`src/rtl/xor_decrypt_receiver.sv`:
```
// xor_decrypt_receiver: serial key load, framed ciphertext deserialization and
// repeating-key XOR decryption with a one-cycle plaintext valid pulse.
module xor_decrypt_receiver #(
  parameter int MSG_SIZE = 64,
  parameter int KEY_SIZE = 8
) (
  input  logic                iClk,
  input  logic                iRst,
  input  logic                iEn,
  input  logic                iSerial_in,
  input  logic                iLoad_key,
  input  logic                iSerial_flag,
  output logic [MSG_SIZE-1:0] oPlaintext,
  output logic                oValid,
  output logic                oKey_ready,
  output logic                oBusy,
  output logic                oError
);
  localparam int MW = $clog2(MSG_SIZE) + 1;
  localparam int KW = $clog2(KEY_SIZE) + 1;
  typedef enum logic [2:0] {IDLE, KEY, RECV, DECRYPT, DRAIN} state_t;
  state_t              r_state;
  logic [KEY_SIZE-1:0] r_key;
  logic [MSG_SIZE-1:0] r_cipher;
  logic [MW-1:0]       r_mcnt;
  logic [KW-1:0]       r_kcnt;
  logic                r_orphan;
  logic [MSG_SIZE-1:0] w_pad;
  logic [MSG_SIZE-1:0] w_cipher_nx;
  logic [KEY_SIZE-1:0] w_key_nx;
  assign w_pad       = {(MSG_SIZE/KEY_SIZE){r_key}};
  assign w_cipher_nx = {r_cipher[MSG_SIZE-2:0], iSerial_in};
  assign w_key_nx    = {r_key[KEY_SIZE-2:0], iSerial_in};
  assign oBusy       = (r_state == RECV) || (r_state == DECRYPT) || (r_state == DRAIN);
  always_ff @(posedge iClk or negedge iRst) begin
    if (!iRst) begin
      r_state    <= IDLE;
      r_key      <= '0;
      r_cipher   <= '0;
      r_mcnt     <= '0;
      r_kcnt     <= '0;
      r_orphan   <= 1'b0;
      oPlaintext <= '0;
      oValid     <= 1'b0;
      oKey_ready <= 1'b0;
      oError     <= 1'b0;
    end else if (iEn) begin
      oValid <= 1'b0;
      oError <= 1'b0;
      case (r_state)
        IDLE: begin
          if (iSerial_flag && oKey_ready) begin
            r_cipher <= w_cipher_nx;
            r_mcnt   <= MW'(1);
            r_state  <= RECV;
          end else if (iLoad_key) begin
            r_key      <= w_key_nx;
            r_kcnt     <= KW'(1);
            oKey_ready <= 1'b0;
            r_orphan   <= 1'b0;
            r_state    <= KEY;
          end else if (iSerial_flag) begin
            r_orphan <= 1'b1;
          end else if (r_orphan) begin
            // keyless frame is reported once, when its flag falls
            oError   <= 1'b1;
            r_orphan <= 1'b0;
          end
        end
        KEY: begin
          r_kcnt  <= '0;
          r_state <= IDLE;
          if (!iLoad_key) r_key <= '0;
          else if (r_kcnt == KW'(KEY_SIZE - 1)) begin
            r_key      <= w_key_nx;
            oKey_ready <= 1'b1;
          end else begin
            r_key   <= w_key_nx;
            r_kcnt  <= r_kcnt + KW'(1);
            r_state <= KEY;
          end
        end
        RECV: begin
          r_mcnt <= '0;
          if (!iSerial_flag) begin
            oError  <= 1'b1;
            r_state <= IDLE;
          end else begin
            r_cipher <= w_cipher_nx;
            if (r_mcnt == MW'(MSG_SIZE - 1)) r_state <= DECRYPT;
            else r_mcnt <= r_mcnt + MW'(1);
          end
        end
        DECRYPT: begin
          oPlaintext <= r_cipher ^ w_pad;
          oValid     <= 1'b1;
          r_state    <= iSerial_flag ? DRAIN : IDLE;
        end
        DRAIN: r_state <= iSerial_flag ? DRAIN : IDLE;
        default: r_state <= IDLE;
      endcase
    end
  end
endmodule
```
`config.mk`:
```
export PLATFORM = sky130hd
export DESIGN_NAME = xor_decrypt_receiver
export DESIGN_NICKNAME = d
export VERILOG_FILES = /design/src/rtl/xor_decrypt_receiver.sv
export SDC_FILE = /design/constraint.sdc
export NUM_CORES = 1
export LEC_CHECK = 0
export BUFFER_PORTS_ARGS = -buffer_cell sky130_fd_sc_hd__buf_2
export CORE_MARGIN = 5
export CORE_UTILIZATION = 55
export CTS_BUF_LIST = sky130_fd_sc_hd__clkbuf_8
export CTS_CLUSTER_SIZE = 40
export DETAILED_ROUTE_END_ITERATION = 8
export GPL_TIMING_DRIVEN = 0
export PLACE_DENSITY = 0.79
export SYNTH_ARGS = -nofsm -noshare
export SYNTH_HDL_FRONTEND = slang
export SYNTH_SLANG_ARGS = --single-unit
```
`constraint.sdc`:
```
create_clock -name iClk -period 1.4 [get_ports iClk]
set_input_delay 0.42 -clock iClk [delete_from_list [all_inputs] [get_ports iClk]]
set_output_delay 0.42 -clock iClk [all_outputs]
set_load 0.1 [all_outputs]
```
Word-level counts from Yosys, hierarchy flattened
Index checks and enable logic that the tools add are counted.

Add/sub/neg operators: 2. Equal/unequal tests: 14. Muxes and demuxes: 38. Bitwise gates (word level): 2. Reduce and logical (&&, ||, !) cells: 14.

Operators by type and width (number): $mux 64 (2); $pmux 64 s2 (1); $xor 64x64->64 (1); $mux 8 (3); $mux 7 (3); $mux 4 (4); $pmux 8 s2 (1); $mux 3 (5); $mux 1 (14); $pmux 7 s2 (1); $ne 2x2->1 const B (6); $pmux 3 s4 (1); $reduce_and 3->1 (3); $pmux 4 s2 (1); $reduce_and 4->1 (2); $add 7x1->7 const B (1); $eq 7x6->1 const B (1); $eq 3x2->1 const B (2); $reduce_and 6->1 (1); $add 4x1->4 const B (1); $eq 4x3->1 const B (1); $pmux 1 s2 (2); $reduce_bool 2->1 (2); $eq 3x1->1 const B (1); 9 further kinds (10).

Bits in registers: 154. Input bits: 6. Output and inout port bits: 68. Word-level logic and storage cells: 80.

Depth between registers and ports, before layout
Gate-level depths: netlist of the first run.

Depth after elaboration: 5. Gate-level depth with buffers: 7. Gate-level depth less buffers: 5.

Least setup slack after synthesis of the first run
No wires, ideal clock.

Path kind: register -> output. Start point: register r_state[1]. End point: output oBusy. Arrival time: 2.713 ns. Required time: 0.980 ns. Slack: -1.733 ns. Stages on the path, launching flop included: 4. Path buffers: 1. Path through: dfrtp_1 > buf_2 > inv_1 > o21ai_0.

Longest elaborated chain between the ends: 3. Elaborated cells on any way between the ends: 5. Classes of those cells: eq/ne (3); reduce/logical (2).

Ends and longest elaborated chain: from (decl) (RTL line 22) `state_t r_state;`; from (signal assigned) (RTL line 97) `r_state <= iSerial_flag ? DRAIN : IDLE;`; from (signal assigned) (RTL line 99) `DRAIN: r_state <= iSerial_flag ? DRAIN : IDLE;`; $eq 3x2->1 (RTL line 34) `assign oBusy = (r_state == RECV) || (r_state == DECRYPT) || (r_state == DRAIN);`; $logic_or 1x1->1 (RTL line 34); $logic_or 1x1->1 (*) (RTL line 34); to (decl) (RTL line 16) `output logic oBusy,`.

Every way passes the cells marked *; elsewhere a longest branch is shown, timed or not.

Final worst setup path of the first run
Start point: register r_state[0]. End point: output oBusy.

The elaborated chain is that of the path after synthesis.

==> results of run 1 <==
[worst register-to-register path: stages (launching register included)]
cell	delay, ns
dfrtp_1	0.40
buf_6	0.13
buf_6	0.12
buf_4	0.15
nor4_2	0.41
nand2_1	0.15
o21ai_0	0.24
a22o_1	0.19
[sequential cells by signal, indices dropped and copies added, names as in the netlist]
signal,count
r_orphan,1
r_kcnt,4
oKey_ready,1
r_key,8
r_mcnt,7
oValid,1
r_state,3
oError,1
oPlaintext,64
r_cipher,64
[stage by stage]
step | hold slack (ns) | utilization | instances | TNS (ns) | power [W]
after floorplan | 0.1244 | - | 562 | -26.31 | 0.006483
after global placement | 0.4587 | 0.6241 | 777 | -369.81 | 0.006983
after detailed placement | 0.4037 | 0.6270 | 778 | -40.00 | 0.007078
after CTS | 0.1917 | 0.8141 | 851 | -33.92 | 0.01069
after global routing | 0.1866 | 0.9457 | 897 | -54.79 | 0.01212
final | 0.2090 | 0.9457 | 897 | -49.62 | 0.01192
[area by class of cell]
class / instances / area (um^2)
Fill cell: 245 / 625.6
Inverter: 8 / 30.03
Buffer: 28 / 429.2
Timing Repair Buffer: 168 / 2541
Sequential cell: 154 / 3882
Clock buffer: 22 / 302.8
Clock inverter: 10 / 75.07
Multi-Input combinational cell: 364 / 3451
Tap cell: 143 / 178.9
[power groups by stage]
stage                     logic, W  clock network, W  registers (W)
after global routing       0.00317           0.00364        0.00531
final                      0.00309           0.00349        0.00533
after floorplan            0.00108                 0        0.00541
after CTS                  0.00232           0.00318        0.00519
after global placement     0.00210                 0        0.00488
after detailed placement   0.00218                 0        0.00490
[cell families (layout without fill, tap and decap cells)]
family                     Yosys count  after routing  share of synthesized area
DFF                                154            154                     0.5903
and+or+nand+nor                    126            126                    0.08739
AOI/OAI and AO/OA                  107            107                    0.09065
muxes                               65             65                     0.1121
xor gates and xnor gates            64             64                    0.08586
buffers and inverters               44            236                    0.02990
adders and majority gates            2              2                   0.003832
[per-layer routing]
| metal | GRT usage | vias to the layer above | share of wire |
|---|---|---|---|
| li1 | - | 2264 | - |
| met1 | 0.3296 | 2935 | 0.35 |
| met2 | 0.4927 | 583 | 0.49 |
| met3 | 0.05403 | 191 | 0.097 |
| met4 | 0.1296 | 0 | 0.071 |
| met5 | 0 | - | 0 |
[repair_timing]
action                                  CTS  global route
pin swaps                                15            48
hold endpoints to repair                 51             0
gates resized for setup                 375           334
buffers inserted                         45            35
endpoints found under the setup margin  216           324
cloned                                    4            15
hold buffers                              1             0
[cells in the final DEF (no fill, tap or decap), types with 5 or more instances in the layout]
cell / count
clkinv_2: 5
clkbuf_16: 15
mux2_4: 64
buf_6: 25
dfrtp_2: 20
dfrtp_1: 133
inv_1: 11
a21oi_1: 5
nand2_2: 30
nand2_1: 27
clkbuf_8: 23
o21ai_1: 20
nand2_4: 36
o21ai_0: 7
a22o_1: 6
buf_4: 57
nand3_1: 5
buf_12: 79
buf_8: 10
xnor2_1: 64
o21ai_2: 54
[worst paths after layout]
| path | start | endpoint | cells past startpoint |
|---|---|---|---|
| max | r_state[0]$_DFFE_PN0P_ | oBusy | 5 |
| min | iEn | r_state[1]$_DFFE_PN0P_ | 2 |
| max reg2reg | r_state[1]$_DFFE_PN0P_ | r_orphan$_DFFE_PN0P_ | 7 |
| min reg2reg | oPlaintext[20]$_DFFE_PN0P_ | oPlaintext[20]$_DFFE_PN0P_ | 2 |
| max in group asynchronous | iRst | oPlaintext[60]$_DFFE_PN0P_ | 3 |
| min in group asynchronous | iRst | oPlaintext[1]$_DFFE_PN0P_ | 2 |
==> results.md, run 1 <==
- Die width: 119.0 um
- Die area: 14150 um^2
- Critical Path Sink Type: output port
- Worst setup margin: -0.5756 ns
- Power density cells: 1094 nW/um^2
- DP Worst Slack: -0.4163 ns
- Initial DRC Count: 808
- Number of port buffers: 72
- Worst slew pin tran: 0.8999 ns
- Synth Area per Inst: 11.62 um^2
- Top cells by count, synth: dfrtp_1, nand2_1, o21ai_0
- Post-Syn Instances: 562
- GR Util All Layers: 0.2789
- Clock share of power: 0.293
- Peak supply drop: 0.8438 mV
- Setup CP Type: reg -> out
- Worst skew pair latency: 0.49 ns
- Post-DRT Antenna Nets: 0
- Max-cap viol count: 0
- Core ar.: 11520 um^2
- CTS root buffer: clkbuf_8
- TritonRoute pass-1 iters: 7
- CTS tree: done
- Inserted Clock Buffers: 17
- Failing checks: setup timing
- Routed WL: 28670 um
- First-pass GRT wire length: 30490 um
- Post-synth design cell area: 6529 um^2
- RSZ-0062 raised after global routing: true
- Post-synth ARST share: 1.000
- Fmax: 0.5062 GHz
- IO Count: 74
- Combinational share of power: 0.259
- Count leader, synth: dfrtp_1
- Main flop type after synthesis: dfrtp_1
- Synth unique cells: 39
- Status: finished with violations
- Sw frac: 0.3677
- RePlAce Congestion: 0.8019
- Vias in the first global route: 5433
- Final hold violations: 0
- Antenna violations before repair: 0
- Clock sink count: 154
- R2r setup slk: -0.44 ns
- Post-DP HPWL: 9254 um
- CP arrival: 1.56 ns
- Clk slew on worst S/H paths: 0.09 ns
- Routed vias: 5973
- Num rows: 39
- Worst path buffer plus inverter count: 2
- Share of power burned in registers: 0.448
- Startpoint types: register
- Chip height: 119.0 um
- Initial Util: 0.5669
- HP Class: in -> reg
- Final setup fails: 221
- Number of diodes: 0
- CTS Buffer Depth: 2
- Syn Nets: 570
- Yosys top cell area share: 0.5903
- Grt ovf: 0
- CP peak stage delay: 0.44 ns
- Largest net degree at the start of global routing: 104
- CP cell instances: buf_6 > nor2_4 > nand2_2 > o21ai_4 > buf_12
- Flops & latches, synth: 154
- Fin crit period: 1.976 ns
- Cell internal pwr: 0.007535 W
- Post-synth top area cell: dfrtp_1
- Post-DR wirelength/cell: 31.96 um
- Worst path slowest cell: dfrtp_2
- Layout Nets: 749
- Fin. max-slew vios: 0
- Layout cells sized above 1: 0.6034
- Sw Pwr: 0.004382 W
- Top delay family on crit path: flip-flops
- Final Cell Area: 10890 um^2
- Final period util: 1.411
- Layout Area Growth over Synthesis: 66.81%
- Register area share after synthesis: 0.5903
- Worst rel slew slack: 0.4001
- DRC: 0
- Crit Path Max Fanout: 2
- CTS H-Tree Depth: 4
- Clock Skew: 0.02082 ns
- Worst EP required: 0.98 ns
- EDFF count, synth: 0
- Synth top area cells: dfrtp_1, mux2_2, xnor2_1
- Placement Cell Area: 7221 um^2
- P_leak: 4.979 nW
- Ys Warns: 0
- Vias per cell: 6.659
Note: power is estimated with default switching activity, not from simulation.
==> inputs of run 2 (changes only) <==
--- a/config.mk
+++ b/config.mk
@@ -7,12 +7,12 @@
 export LEC_CHECK = 0
 export BUFFER_PORTS_ARGS = -buffer_cell sky130_fd_sc_hd__buf_2
 export CORE_MARGIN = 5
-export CORE_UTILIZATION = 55
+export CORE_UTILIZATION = 60
 export CTS_BUF_LIST = sky130_fd_sc_hd__clkbuf_8
 export CTS_CLUSTER_SIZE = 40
 export DETAILED_ROUTE_END_ITERATION = 8
 export GPL_TIMING_DRIVEN = 0
-export PLACE_DENSITY = 0.79
+export PLACE_DENSITY = 0.82
 export SYNTH_ARGS = -nofsm -noshare
 export SYNTH_HDL_FRONTEND = slang
 export SYNTH_SLANG_ARGS = --single-unit
==> constraint.sdc (replaced) <==
create_clock -name iClk -period 2 [get_ports iClk]
set_input_delay 0.6 -clock iClk [delete_from_list [all_inputs] [get_ports iClk]]
set_output_delay 0.6 -clock iClk [all_outputs]
set_load 0.1 [all_outputs]
==> results.md, run 2 (synthesized netlist as in run 1, its figures left out) <==
- Inserted Clock Buffers: 17 (unchanged)
- Largest regs: oPlaintext: 64 flops, r_cipher: 64 flops, r_key: 8 flops
- Critical Path Sink Type: output port
- Initial Util: 0.6076 (+0.04066)
- Die width: 114.3 um (-3.9%)
- Post-DR wirelength/cell: 16.79 um (-47%)
- Startpoint types: register
- Antenna violations before repair: 0 (unchanged)
- RSZ-0062 raised after global routing: true
- Vias in the first global route: 4549 (-16%)
- Core ar.: 10750 um^2 (-6.7%)
- Post-DRT Antenna Nets: 0 (unchanged)
- Final-layout fill cell count: 745 (+200%)
- Setup CP Type: reg -> out
- Number of diodes: 0 (unchanged)
- Fin. max-slew vios: 0 (unchanged)
- IO Count: 74 (unchanged)
- Post-DP HPWL: 9102 um (-1.6%)
- Layout Nets: 673 (-10%)
- Largest net degree at the start of global routing: 104 (unchanged)
- CTS root buffer: clkbuf_8
- Final period util: 0.9894
- # hold bufs at CTS: 0 (-1)
- Clock Skew: 0.01107 ns (-0.009748 ns)
- Fmax: 0.5054 GHz
- Num rows: 38 (-2.6%)
- Fin crit period: 1.979 ns
- Worst EP required: 1.40 ns (+0.42 ns)
- Worst hold margin: 0.09499 ns (-0.1140 ns)
- Final hold violations: 0 (unchanged)
- Max-cap viol count: 0 (unchanged)
- Chip height: 114.3 um (-3.9%)
- Area of the multi-input gates: 2506 um^2 (-27%)
- Core Util, Final: 0.7129 (-0.2328)
- Layout Area Growth over Synthesis: 17.32%
- Worst skew pair latency: 0.44 ns (-0.05 ns)
- Status: complete, no violations
- CTS Buffer Depth: 2 (unchanged)
- HP Class: in -> async
- Routed WL: 13740 um (-52%)
- Number of port buffers: 72 (unchanged)
- Layout cells sized above 1: 0.3112 (-0.2922)
- Worst rel slew slack: 0.3381 (-0.06202)
- Tot Pwr: 0.007394 W (-38%)
- DRC: 0 (unchanged)
- Leading cell type in the layout, fill and taps excluded: dfrtp_1
- Grt ovf: 0 (unchanged)
- Most frequent cells in the layout: dfrtp_1, nand2_1, buf_2
- Power density cells: 965.3 nW/um^2 (-12%)
- Worst slew pin tran: 0.9929 ns (+0.09303 ns)
- CTS tree: done
- First-pass GRT wire length: 22900 um (-25%)
- Final setup fails: 0 (-100%)
- TritonRoute pass-1 iters: 7 (unchanged)
- RePlAce Congestion: 0.8182 (+2.0%)
- Crit Path Max Fanout: 4 (+2)
- R2r setup slk: 0.03 ns (+0.47 ns)
- GR Util All Layers: 0.2270 (-0.05197)
- CTS H-Tree Depth: 4 (unchanged)
- Clk slew on worst S/H paths: 0.08 ns (about the same)
- Initial DRC Count: 301 (-63%)
- P_leak: 3.676 nW (-26%)
- CP arrival: 1.38 ns (-0.18 ns)
- Die area: 13070 um^2 (-7.6%)
- Routed vias: 4481 (-25%)
- Peak supply drop: 0.5574 mV (-34%)
- Clock sink count: 154 (unchanged)
- Register cell area after layout: 3857 um^2 (-0.64%)
- Vias per cell: 5.478 (-18%)
[run 2: timing repair]
action | CTS | global route
pin swaps | 1 | 1
buffers inserted | 13 | 0
gates resized for setup | 10 | 5
setup endpoints to repair | 1 | 12
[run 2: routing by layer]
layer	wire length, um	vias to the layer above	global-route usage
li1	-	2107	-
met1	5609	2228	0.2899
met2	7063	120	0.3743
met3	809	26	0.06025
met4	255	0	0.08472
met5	0	-	0
[run 2: final timing paths]
kind,from,end,cells after the start
worst max register to register,r_state[1]$_DFFE_PN0P_,r_state[2]$_DFFE_PN0P_,13
min in group iClk,iSerial_in,r_key[0]$_DFFE_PN0P_,3
max in group asynchronous,iRst,r_key[6]$_DFFE_PN0P_,2
worst max-delay path,r_state[1]$_DFFE_PN0P_,oBusy,3
worst min register to register,oPlaintext[63]$_DFFE_PN0P_,oPlaintext[63]$_DFFE_PN0P_,2
worst min-delay path,iRst,r_mcnt[1]$_DFFE_PN0P_,1
[run 2: worst max-delay path, stage by stage, from the launching register on]
cell and delay, ns:
dfrtp_2 0.44, inv_1 0.12, o21ai_4 0.18, buf_12 0.19
[run 2: area by class of cell]
cell class              instances  share of cell area
flip-flops and latches        154              0.5036
inverters                       8            0.003920
multi-input cells             364              0.3272
clock buffers                  18             0.03234
clock inverters                14             0.02352
well taps                     140             0.02287
repair buffers                 86             0.06615
plain buffers                  34             0.02042
[run 2: power by group]
group | internal, W | total (W) | switching [W]
logic | 0.000456 | 0.00154 | 0.00109
clock network | 0.00137 | 0.00249 | 0.00112
registers | 0.00326 | 0.00336 | 0.0000937
total | 0.00510 | 0.00739 | 0.00230
[run 2: stage by stage]
step / TNS, ns / setup slack (ns) / std cells / cell area (um^2)
final: 0 / 0.02129 / 818 / 7660
after global routing: -0.09179 / -0.04707 / 818 / 7660
after CTS: 0 / 0.002208 / 818 / 7646
after detailed placement: -3.201 / -0.1437 / 775 / 7103
after global placement: -267.47 / -1.977 / 774 / 7069
after floorplan: -0.03883 / -0.03883 / 562 / 6534
